===== config.mk =====
export PLATFORM = sky130hd
export DESIGN_NAME = change_return_controller
export DESIGN_NICKNAME = d
export VERILOG_FILES = /design/src/rtl/vending_pkg.sv /design/src/rtl/coin_tube_counter.sv /design/src/rtl/change_return_controller.sv
export SDC_FILE = /design/constraint.sdc
export NUM_CORES = 1
export LEC_CHECK = 0
export BUFFER_PORTS_ARGS = -buffer_cell sky130_fd_sc_hd__buf_2
export CAP_MARGIN = 30
export CORE_UTILIZATION = 44
export CTS_CLUSTER_SIZE = 12
export DETAILED_ROUTE_END_ITERATION = 6
export SYNTH_ARGS = -nofsm -noshare
export SYNTH_HDL_FRONTEND = slang
export SYNTH_SLANG_ARGS = --single-unit

===== constraint.sdc =====
create_clock -name clk -period 3.8 [get_ports clk]
set_input_delay 0.38 -clock clk [delete_from_list [all_inputs] [get_ports clk]]
set_output_delay 0.38 -clock clk [all_outputs]
set_load 0.03 [all_outputs]

===== src/rtl/vending_pkg.sv =====
// Shared vending-machine constants: coin values, coin-select encoding and payout FSM states.
package vending_pkg;

    // Coin values in 10c units
    localparam logic [4:0] COIN_10 = 5'd1;
    localparam logic [4:0] COIN_20 = 5'd2;
    localparam logic [4:0] COIN_50 = 5'd5;

    // Coin-select encoding, shared with the vending_machine coin input
    localparam logic [1:0] SEL_10 = 2'b00;
    localparam logic [1:0] SEL_20 = 2'b01;
    localparam logic [1:0] SEL_50 = 2'b10;

    localparam logic [2:0] IDLE   = 3'd0;
    localparam logic [2:0] SELECT = 3'd1;
    localparam logic [2:0] PULSE  = 3'd2;
    localparam logic [2:0] GAP    = 3'd3;
    localparam logic [2:0] DONE   = 3'd4;

    typedef enum logic [2:0] {
        StIdle   = IDLE,
        StSelect = SELECT,
        StPulse  = PULSE,
        StGap    = GAP,
        StDone   = DONE
    } state_e;

endpackage


===== src/rtl/coin_tube_counter.sv =====
// 4-bit saturating coin inventory counter with one-coin refill and dispense per cycle.
module coin_tube_counter #(
    parameter int unsigned TubeMax  = 15,
    parameter int unsigned TubeInit = 8
) (
    input  logic       clk_i,
    input  logic       reset_i,
    input  logic       inc_i,
    input  logic       dec_i,
    output logic [3:0] cnt_o
);

    localparam logic [3:0] MaxVal  = 4'(TubeMax);
    localparam logic [3:0] InitVal = 4'(TubeInit);

    logic [3:0] cnt_q;
    logic [3:0] cnt_d;

    // A refill and a dispense in the same cycle cancel out
    always_comb begin
        cnt_d = cnt_q;
        if (inc_i && !dec_i && (cnt_q < MaxVal)) begin
            cnt_d = cnt_q + 4'd1;
        end else if (dec_i && !inc_i && (cnt_q != 4'd0)) begin
            cnt_d = cnt_q - 4'd1;
        end
    end

    always_ff @(posedge clk_i) begin
        if (reset_i) begin
            cnt_q <= InitVal;
        end else begin
            cnt_q <= cnt_d;
        end
    end

    assign cnt_o = cnt_q;

endmodule


===== src/rtl/change_return_controller.sv =====
// Pays out a change amount as timed one-hot ejector pulses, greedily from 50c/20c/10c tubes.
module change_return_controller
    import vending_pkg::*;
#(
    parameter int unsigned PULSE_CYCLES = 3,
    parameter int unsigned GAP_CYCLES   = 2,
    parameter int unsigned TUBE_MAX     = 15,
    parameter int unsigned TUBE_INIT    = 8
) (
    input  logic       clk,
    input  logic       reset,
    input  logic       req_valid,
    input  logic [4:0] req_amount,
    output logic       req_ready,
    output logic       eject_10,
    output logic       eject_20,
    output logic       eject_50,
    output logic       busy,
    output logic       done,
    output logic [4:0] shortfall,
    input  logic       refill_10,
    input  logic       refill_20,
    input  logic       refill_50,
    output logic [3:0] cnt_10,
    output logic [3:0] cnt_20,
    output logic [3:0] cnt_50
);

    localparam logic [3:0] PulseLoad = 4'(PULSE_CYCLES - 1);
    localparam logic [3:0] GapLoad   = 4'(GAP_CYCLES - 1);

    state_e     state_q;
    logic [4:0] remaining_q;
    logic [3:0] timer_q;

    logic       pick;
    logic [1:0] pick_sel;
    logic [4:0] pick_val;
    logic       dec_10;
    logic       dec_20;
    logic       dec_50;

    // Greedy coin choice from the live tube counts
    always_comb begin
        pick     = 1'b0;
        pick_sel = SEL_10;
        pick_val = 5'd0;
        if ((remaining_q >= COIN_50) && (cnt_50 != 4'd0)) begin
            pick     = 1'b1;
            pick_sel = SEL_50;
            pick_val = COIN_50;
        end else if ((remaining_q >= COIN_20) && (cnt_20 != 4'd0)) begin
            pick     = 1'b1;
            pick_sel = SEL_20;
            pick_val = COIN_20;
        end else if ((remaining_q >= COIN_10) && (cnt_10 != 4'd0)) begin
            pick     = 1'b1;
            pick_sel = SEL_10;
            pick_val = COIN_10;
        end
    end

    always_comb begin
        dec_10 = (state_q == StSelect) && pick && (pick_sel == SEL_10);
        dec_20 = (state_q == StSelect) && pick && (pick_sel == SEL_20);
        dec_50 = (state_q == StSelect) && pick && (pick_sel == SEL_50);
    end

    always_ff @(posedge clk) begin
        if (reset) begin
            state_q     <= StIdle;
            remaining_q <= 5'd0;
            timer_q     <= 4'd0;
            req_ready   <= 1'b1;
            busy        <= 1'b0;
            done        <= 1'b0;
            shortfall   <= 5'd0;
            eject_10    <= 1'b0;
            eject_20    <= 1'b0;
            eject_50    <= 1'b0;
        end else begin
            done <= 1'b0;
            unique case (state_q)
                StIdle: begin
                    if (req_valid) begin
                        remaining_q <= req_amount;
                        shortfall   <= 5'd0;
                        req_ready   <= 1'b0;
                        busy        <= 1'b1;
                        state_q     <= StSelect;
                    end
                end
                StSelect: begin
                    if (pick) begin
                        remaining_q <= remaining_q - pick_val;
                        eject_10    <= (pick_sel == SEL_10);
                        eject_20    <= (pick_sel == SEL_20);
                        eject_50    <= (pick_sel == SEL_50);
                        timer_q     <= PulseLoad;
                        state_q     <= StPulse;
                    end else begin
                        done      <= 1'b1;
                        shortfall <= remaining_q;
                        state_q   <= StDone;
                    end
                end
                StPulse: begin
                    if (timer_q == 4'd0) begin
                        eject_10 <= 1'b0;
                        eject_20 <= 1'b0;
                        eject_50 <= 1'b0;
                        timer_q  <= GapLoad;
                        state_q  <= StGap;
                    end else begin
                        timer_q <= timer_q - 4'd1;
                    end
                end
                StGap: begin
                    if (timer_q == 4'd0) begin
                        state_q <= StSelect;
                    end else begin
                        timer_q <= timer_q - 4'd1;
                    end
                end
                StDone: begin
                    req_ready <= 1'b1;
                    busy      <= 1'b0;
                    state_q   <= StIdle;
                end
                default: begin
                    req_ready <= 1'b1;
                    busy      <= 1'b0;
                    eject_10  <= 1'b0;
                    eject_20  <= 1'b0;
                    eject_50  <= 1'b0;
                    state_q   <= StIdle;
                end
            endcase
        end
    end

    coin_tube_counter #(
        .TubeMax (TUBE_MAX),
        .TubeInit(TUBE_INIT)
    ) u_tube_10 (
        .clk_i  (clk),
        .reset_i(reset),
        .inc_i  (refill_10),
        .dec_i  (dec_10),
        .cnt_o  (cnt_10)
    );

    coin_tube_counter #(
        .TubeMax (TUBE_MAX),
        .TubeInit(TUBE_INIT)
    ) u_tube_20 (
        .clk_i  (clk),
        .reset_i(reset),
        .inc_i  (refill_20),
        .dec_i  (dec_20),
        .cnt_o  (cnt_20)
    );

    coin_tube_counter #(
        .TubeMax (TUBE_MAX),
        .TubeInit(TUBE_INIT)
    ) u_tube_50 (
        .clk_i  (clk),
        .reset_i(reset),
        .inc_i  (refill_50),
        .dec_i  (dec_50),
        .cnt_o  (cnt_50)
    );

endmodule


==> summary.md, run 1 <==
| Metric | Value |
|---|---|
| Area of the core | 4720 µm² |
| Status | finished clean |
| Peak supply drop | 301 µV |
| Nets | 296 |
| Hold crit path type | in2reg |
| Clock transition at the registers of the reported paths | 70 ps |
| Synth Area in XOR/XNOR | 2.01% |
| Critical path type | reg2reg |
| Htree depth | 2 |
| Vias | 1866 |
| Pre-CTS setup slack | 571 ps |
| Overall Global Routing Usage | 20.4% |
| Slew Limit Fails | 0 |
| Gpl congestion | 0.762 |
| Flop and latch count out of synthesis | 35 |
| Initial antenna violation count | 0 |
| Vias in the first global route | 1726 |
| CTS sink count | 35 |
| Fmax | 304 MHz |
| Num CTS Buffers | 5 |
| First-pass GRT wire length | 8.25 mm |
| Final number of hold-violating endpoints | 0 |
| Die X | 72.3 µm |
| FP Rows | 25 |
| Max-slew headroom | 56.8% |
| Fin Setup TNS | 0 ps |
| DP Wirelength | 3.46 mm |
| Synth Instances | 237 |
| Crit path launch type | register |
| Adder-Cell Fraction of Synth Area | 10.0% |
| WP data required | 4020 ps |
| Sequential share of the synthesized area | 32.2% |
| Most frequent cells in the layout | 35 x dfxtp_1, 33 x buf_2, 19 x a21oi_1, 17 x nor2_1, 17 x nand2_1 |
| Via/cell ratio | 5.52 |
| Initial drt markers | 98 |
| Post-CTS Resized | 0 |
| CP arrival | 3500 ps |
| TritonCTS clock tree | built |
| WL final | 4.75 mm |
| CTS max path bufs | 2 |
| Vert. Die Dim | 72.3 µm |
| Post-CTS Setup Repair Bufs | 0 |
| IO Count | 34 |
| Post-synth cell types | 51 |
| Placed cell area | 2390 µm² |
| Unrepaired setup endpoints after global routing | no |
| Worst Tran Pin Value | 645 ps |
| Hold buffer count at CTS | 0 |
| Initial Utilization | 46.0% |
| PD cells | 733 nW/µm² |
| Top_reg_cell synth | dfxtp_1 |
| Worst Skew | 8.55 ps |
| Tmin final | 3280 ps |
| Mux contribution to synthesized area | 6.45% |
| Worst setup EP type | register |
| Power Total | 1.83 mW |
| Asr flop ratio synth | 0% |
| Share of cells above drive strength 1 | 21.4% |
| Max Cap Violations | 0 |
| Post-synthesis simple-gate area fraction | 21.1% |
| DRT Pass-1 Iters | 4 |
| Critical path peak fanout | 10 |
| Compound-cell area share of the yosys netlist | 23.5% |
| Ant diodes | 0 |
| Yosys Warn Count | 0 |
| Final WS setup | 516 ps |
| P&R area growth vs syn | 15.1% |
| Port bufs | 33 |
| Largest net degree at the start of global routing | 31 |
| Largest family of logic cells by synthesized area | compound AO/OA/AOI/OAI gates |
| Most common cell after layout, fill and taps aside | dfxtp_1 |
| DR WL/cell | 14.1 µm |
| Leak | 1.09 nW |
| Final period utilization | 86.4% |
| Final number of setup-violating endpoints | 0 |
| Syn Nets | 263 |
| Average size of a mapped cell | 9.17 µm² |
| GRT overflow | 0 |
| EDFF count, synth | 0 |
| Cell Area, Synth | 2170 µm² |
| Clock Latency Late Sink | 300 ps |
| Root Buffer | clkbuf_8 |
| Post-route DRC | 0 |
| Fin Hold WS | 393 ps |
| Die ar. | 5220 µm² |
| Cell area after layout | 2500 µm² |
| Post-route ant nets | 0 |
per-stage QoR:
| step | instances | utilization (%) |
|---|---|---|
| 2_1_floorplan | 237 | - |
| 3_3_place_gp | 330 | 50.6 |
| 3_5_place_dp | 330 | 50.6 |
| 4_1_cts | 338 | 53.0 |
| 5_1_grt | 338 | 53.0 |
| 6_report | 338 | 53.0 |
where the power goes:
part	internal [mW]	total (mW)	switching, mW
clock network	0.195	0.341	0.146
logic	0.371	0.930	0.559
registers	0.446	0.563	0.117
kinds of logic after synthesis:
family,Yosys count
AOI/OAI and AO/OA,69
xor gates and xnor gates,5
adders and majority gates,15
buffers and inverters,23
DFF,35
muxes,14
and+or+nand+nor,76
final timing paths:
kind	startpoint	to	slack, ps	cells after the start
setup / recovery	remaining_q[1]$_SDFFE_PP0P_	u_tube_20.cnt_o[3]$_SDFFE_PP1P_	520	10
hold reg to reg	req_ready$_SDFFE_PP1P_	req_ready$_SDFFE_PP1P_	480	1
hold / removal	req_valid	state_q[0]$_SDFFE_PP0P_	390	3
setup reg to reg	remaining_q[1]$_SDFFE_PP0P_	u_tube_20.cnt_o[3]$_SDFFE_PP1P_	520	10
cells in the mapped netlist (all sizes together), types with 3 or more instances:
cell / n / share of area, %
o31ai: 4 / 2.0
ha: 11 / 6.3
nor3: 4 / 0.92
nor2: 17 / 2.9
clkbuf: 7 / 1.2
dfxtp: 35 / 32
nand2: 17 / 2.9
a21o: 4 / 1.4
or4: 6 / 2.2
nor2b: 5 / 1.4
a21oi: 19 / 4.4
mux2i: 14 / 6.4
nand4: 3 / 0.86
nand3: 4 / 0.92
inv: 13 / 2.2
a211oi: 3 / 1.0
nor4: 6 / 3.8
o21ai: 18 / 4.8
nor3b: 5 / 2.2
o311ai: 3 / 1.2
fa: 4 / 3.7
xnor2: 5 / 2.0
worst max-delay path, cell delays in order (launching register included):
cell	delay (ps)
dfxtp_1	510
o21a_1	180
o31a_1	530
clkinv_2	260
a31oi_1	460
inv_1	180
ha_1	310
a21o_1	170
a21oi_1	160
mux2i_1	230
mux2i_1	200
cell type report:
cell class	count	area, µm²
tap	67	83.8
timing repair buffer	35	180
multi-input combinational	179	1370
fill	462	2220
sequential	35	701
clock buffer	5	68.8
clock inverter	3	43.8
inverter	14	53.8
layer usage:
metal  vias to the layer above  routed length, µm  track usage (%)
met4                         0                 65             6.54
met5                         -                  0                0
met2                        42               2070             31.7
li1                        943                  -                -
met1                       876               2380             28.0
met3                         5                235             4.72
flip-flops by register name, indices dropped and copies added (netlist names):
name and flops:
state_q 3, busy 1, eject_10 1, req_ready 1, timer_q 4, done 1, shortfall 5, u_tube_10.cnt_o 4
eject_20 1, remaining_q 5, eject_50 1, u_tube_20.cnt_o 4, u_tube_50.cnt_o 4
No activity file was read; power rests on OpenSTA's default activity.
==> run 2: changes to the inputs <==
==> constraint.sdc (replaced) <==
create_clock -name clk -period 4.14 [get_ports clk]
set_input_delay 0.414 -clock clk [delete_from_list [all_inputs] [get_ports clk]]
set_output_delay 0.414 -clock clk [all_outputs]
set_load 0.03 [all_outputs]
==> run 2 against run 1 <==
  * Combinational power fell by 8.1%
  * Sequential cell count did not move
  * Hold slack improved by 39 ps
  * Critical path type unchanged
  * Sequential power fell by 8.3%
==> summary.md, run 2 (synthesis gave the netlist of run 1 again) <==
| Metric | Value |
|---|---|
| Post-route DRC | 0 (unchanged) |
| Biggest regs | remaining_q x5, shortfall x5 |
| GRT overflow | 0 (unchanged) |
| Worst Tran Pin Value | 808 ps (+163 ps) |
| Root Buffer | clkbuf_8 |
| Ant diodes | 0 (unchanged) |
| CTS max path bufs | 2 (unchanged) |
| Clock transition at the registers of the reported paths | 80 ps (about the same) |
| Clock Latency Late Sink | 290 ps (about the same) |
| Initial drt markers | 133 (+36%) |
| Status | finished clean |
| Top routing layer in use | met4 |
| Final number of setup-violating endpoints | 0 (unchanged) |
| Nets | 295 (-0.34%) |
| Vias in the first global route | 1743 (+0.98%) |
| Fmax | 307 MHz (+0.69%) |
| Gpl congestion | 0.758 (-0.47%) |
| WL final | 4.74 mm (-0.17%) |
| Worst setup EP type | register |
| Post-CTS Resized | 0 (unchanged) |
| Port bufs | 33 (unchanged) |
| Initial antenna violation count | 0 (unchanged) |
| Vert. Die Dim | 72.3 µm (unchanged) |
| M1 WL | 2.32 mm (-2.6%) |
| Max Cap Violations | 0 (unchanged) |
| Non-Filler Instances | 337 (-0.30%) |
| Fin Setup TNS | 0 ps (unchanged) |
| TritonCTS clock tree | built |
| CTS sink count | 35 (unchanged) |
| Tmin final | 3260 ps (-22.5 ps) |
| Num CTS Buffers | 5 (unchanged) |
| Leak | 1.07 nW (-2.0%) |
| Crit path launch type | register |
| Htree depth | 2 (unchanged) |
| Final period utilization | 78.8% (-7.6 points) |
| DR WL/cell | 14.1 µm (+0.13%) |
| Critical path peak fanout | 10 (unchanged) |
| Slew Limit Fails | 0 (unchanged) |
| Largest net degree at the start of global routing | 31 (unchanged) |
| CP arrival | 3480 ps (-20 ps) |
| Overall Global Routing Usage | 20.6% (+0.18 points) |
| Share of cells above drive strength 1 | 21.1% (-0.29 points) |
| Die X | 72.3 µm (unchanged) |
| WP data required | 4360 ps (+340 ps) |
| Post-route ant nets | 0 (unchanged) |
| Die ar. | 5220 µm² (unchanged) |
| Most frequent cells in the layout | 35 x dfxtp_1, 33 x buf_2, 19 x a21oi_1, 17 x nor2_1, 17 x nand2_1 |
| Post-CTS Setup Repair Bufs | 0 (unchanged) |
| First-pass GRT wire length | 8.36 mm (+1.4%) |
| Vias | 1857 (-0.48%) |
| PD cells | 657 nW/µm² (-10%) |
| Unrepaired setup endpoints after global routing | no |
| Pre-CTS setup slack | 891 ps (+320 ps) |
| Via/cell ratio | 5.51 (-0.19%) |
| Area of the core | 4720 µm² (unchanged) |
| P&R area growth vs syn | 13.6% |
| Post-Place Cells | 329 (-0.30%) |
| IO Count | 34 (unchanged) |
| R2R setup slack | 880 ps (+360 ps) |
| Initial Utilization | 46.0% (unchanged) |
| Hold crit path type | in2reg |
| Worst Skew | 9.27 ps (+0.724 ps) |
| FP Rows | 25 (unchanged) |
| WL met2 | 2.19 mm (+5.9%) |
| Peak supply drop | 326 µV (+8.3%) |
| Final number of hold-violating endpoints | 0 (unchanged) |
| DP Wirelength | 3.43 mm (-0.84%) |
| DRT Pass-1 Iters | 4 (unchanged) |
| Max-slew headroom | 45.3% (-12 points) |
| Critical path type | reg2reg |
| Metal3 WL | 187 µm (-20%) |
| Hold buffer count at CTS | 0 (unchanged) |
| Most common cell after layout, fill and taps aside | dfxtp_1 |
| Final WS setup | 878 ps (+363 ps) |
## run 2: critical path, cell delays in order, from the launching register on
cell and delay, ps:
dfxtp_1 520, o21a_1 180, o31a_1 530, clkinv_2 250, a31oi_1 450, inv_1 180
ha_1 310, a21o_1 170, a21oi_1 160, mux2i_1 230, mux2i_1 210
## run 2: area by class of cell
type / count / area (µm²)
fill: 463 / 2250
multi-input combinational: 179 / 1370
sequential: 35 / 701
timing repair buffer: 34 / 173
tap: 67 / 83.8
clock buffer: 5 / 68.8
inverter: 14 / 53.8
clock inverter: 3 / 20.0
## run 2: final timing paths
path | end | from | cells after the start
min reg2reg | req_ready$_SDFFE_PP1P_ | req_ready$_SDFFE_PP1P_ | 1
max | u_tube_20.cnt_o[3]$_SDFFE_PP1P_ | remaining_q[1]$_SDFFE_PP0P_ | 10
min | state_q[0]$_SDFFE_PP0P_ | req_valid | 3
max reg2reg | u_tube_20.cnt_o[3]$_SDFFE_PP1P_ | remaining_q[1]$_SDFFE_PP0P_ | 10
## run 2: per-layer routing
metal	GRT usage [%]	vias up
li1	-	940
met1	27.7	877
met2	32.3	36
met5	0	-
met4	6.54	0
met3	5.28	4
## run 2: power breakdown
group | internal (mW) | switching (mW) | total, mW
logic | 0.337 | 0.517 | 0.855
registers | 0.410 | 0.107 | 0.516
clock network | 0.117 | 0.136 | 0.253
## run 2: stage by stage
stage / instance area [µm²] / total power [mW] / util (%) / hold WS [ps]
6_report: 2470 / 1.62 / 52.3 / 432
5_1_grt: 2470 / 1.77 / 52.3 / 436
4_1_cts: 2470 / 1.63 / 52.3 / 421
3_5_place_dp: 2380 / 1.38 / 50.4 / 451
3_3_place_gp: 2380 / 1.37 / 50.4 / 455
2_1_floorplan: 2170 / 1.21 / - / 456
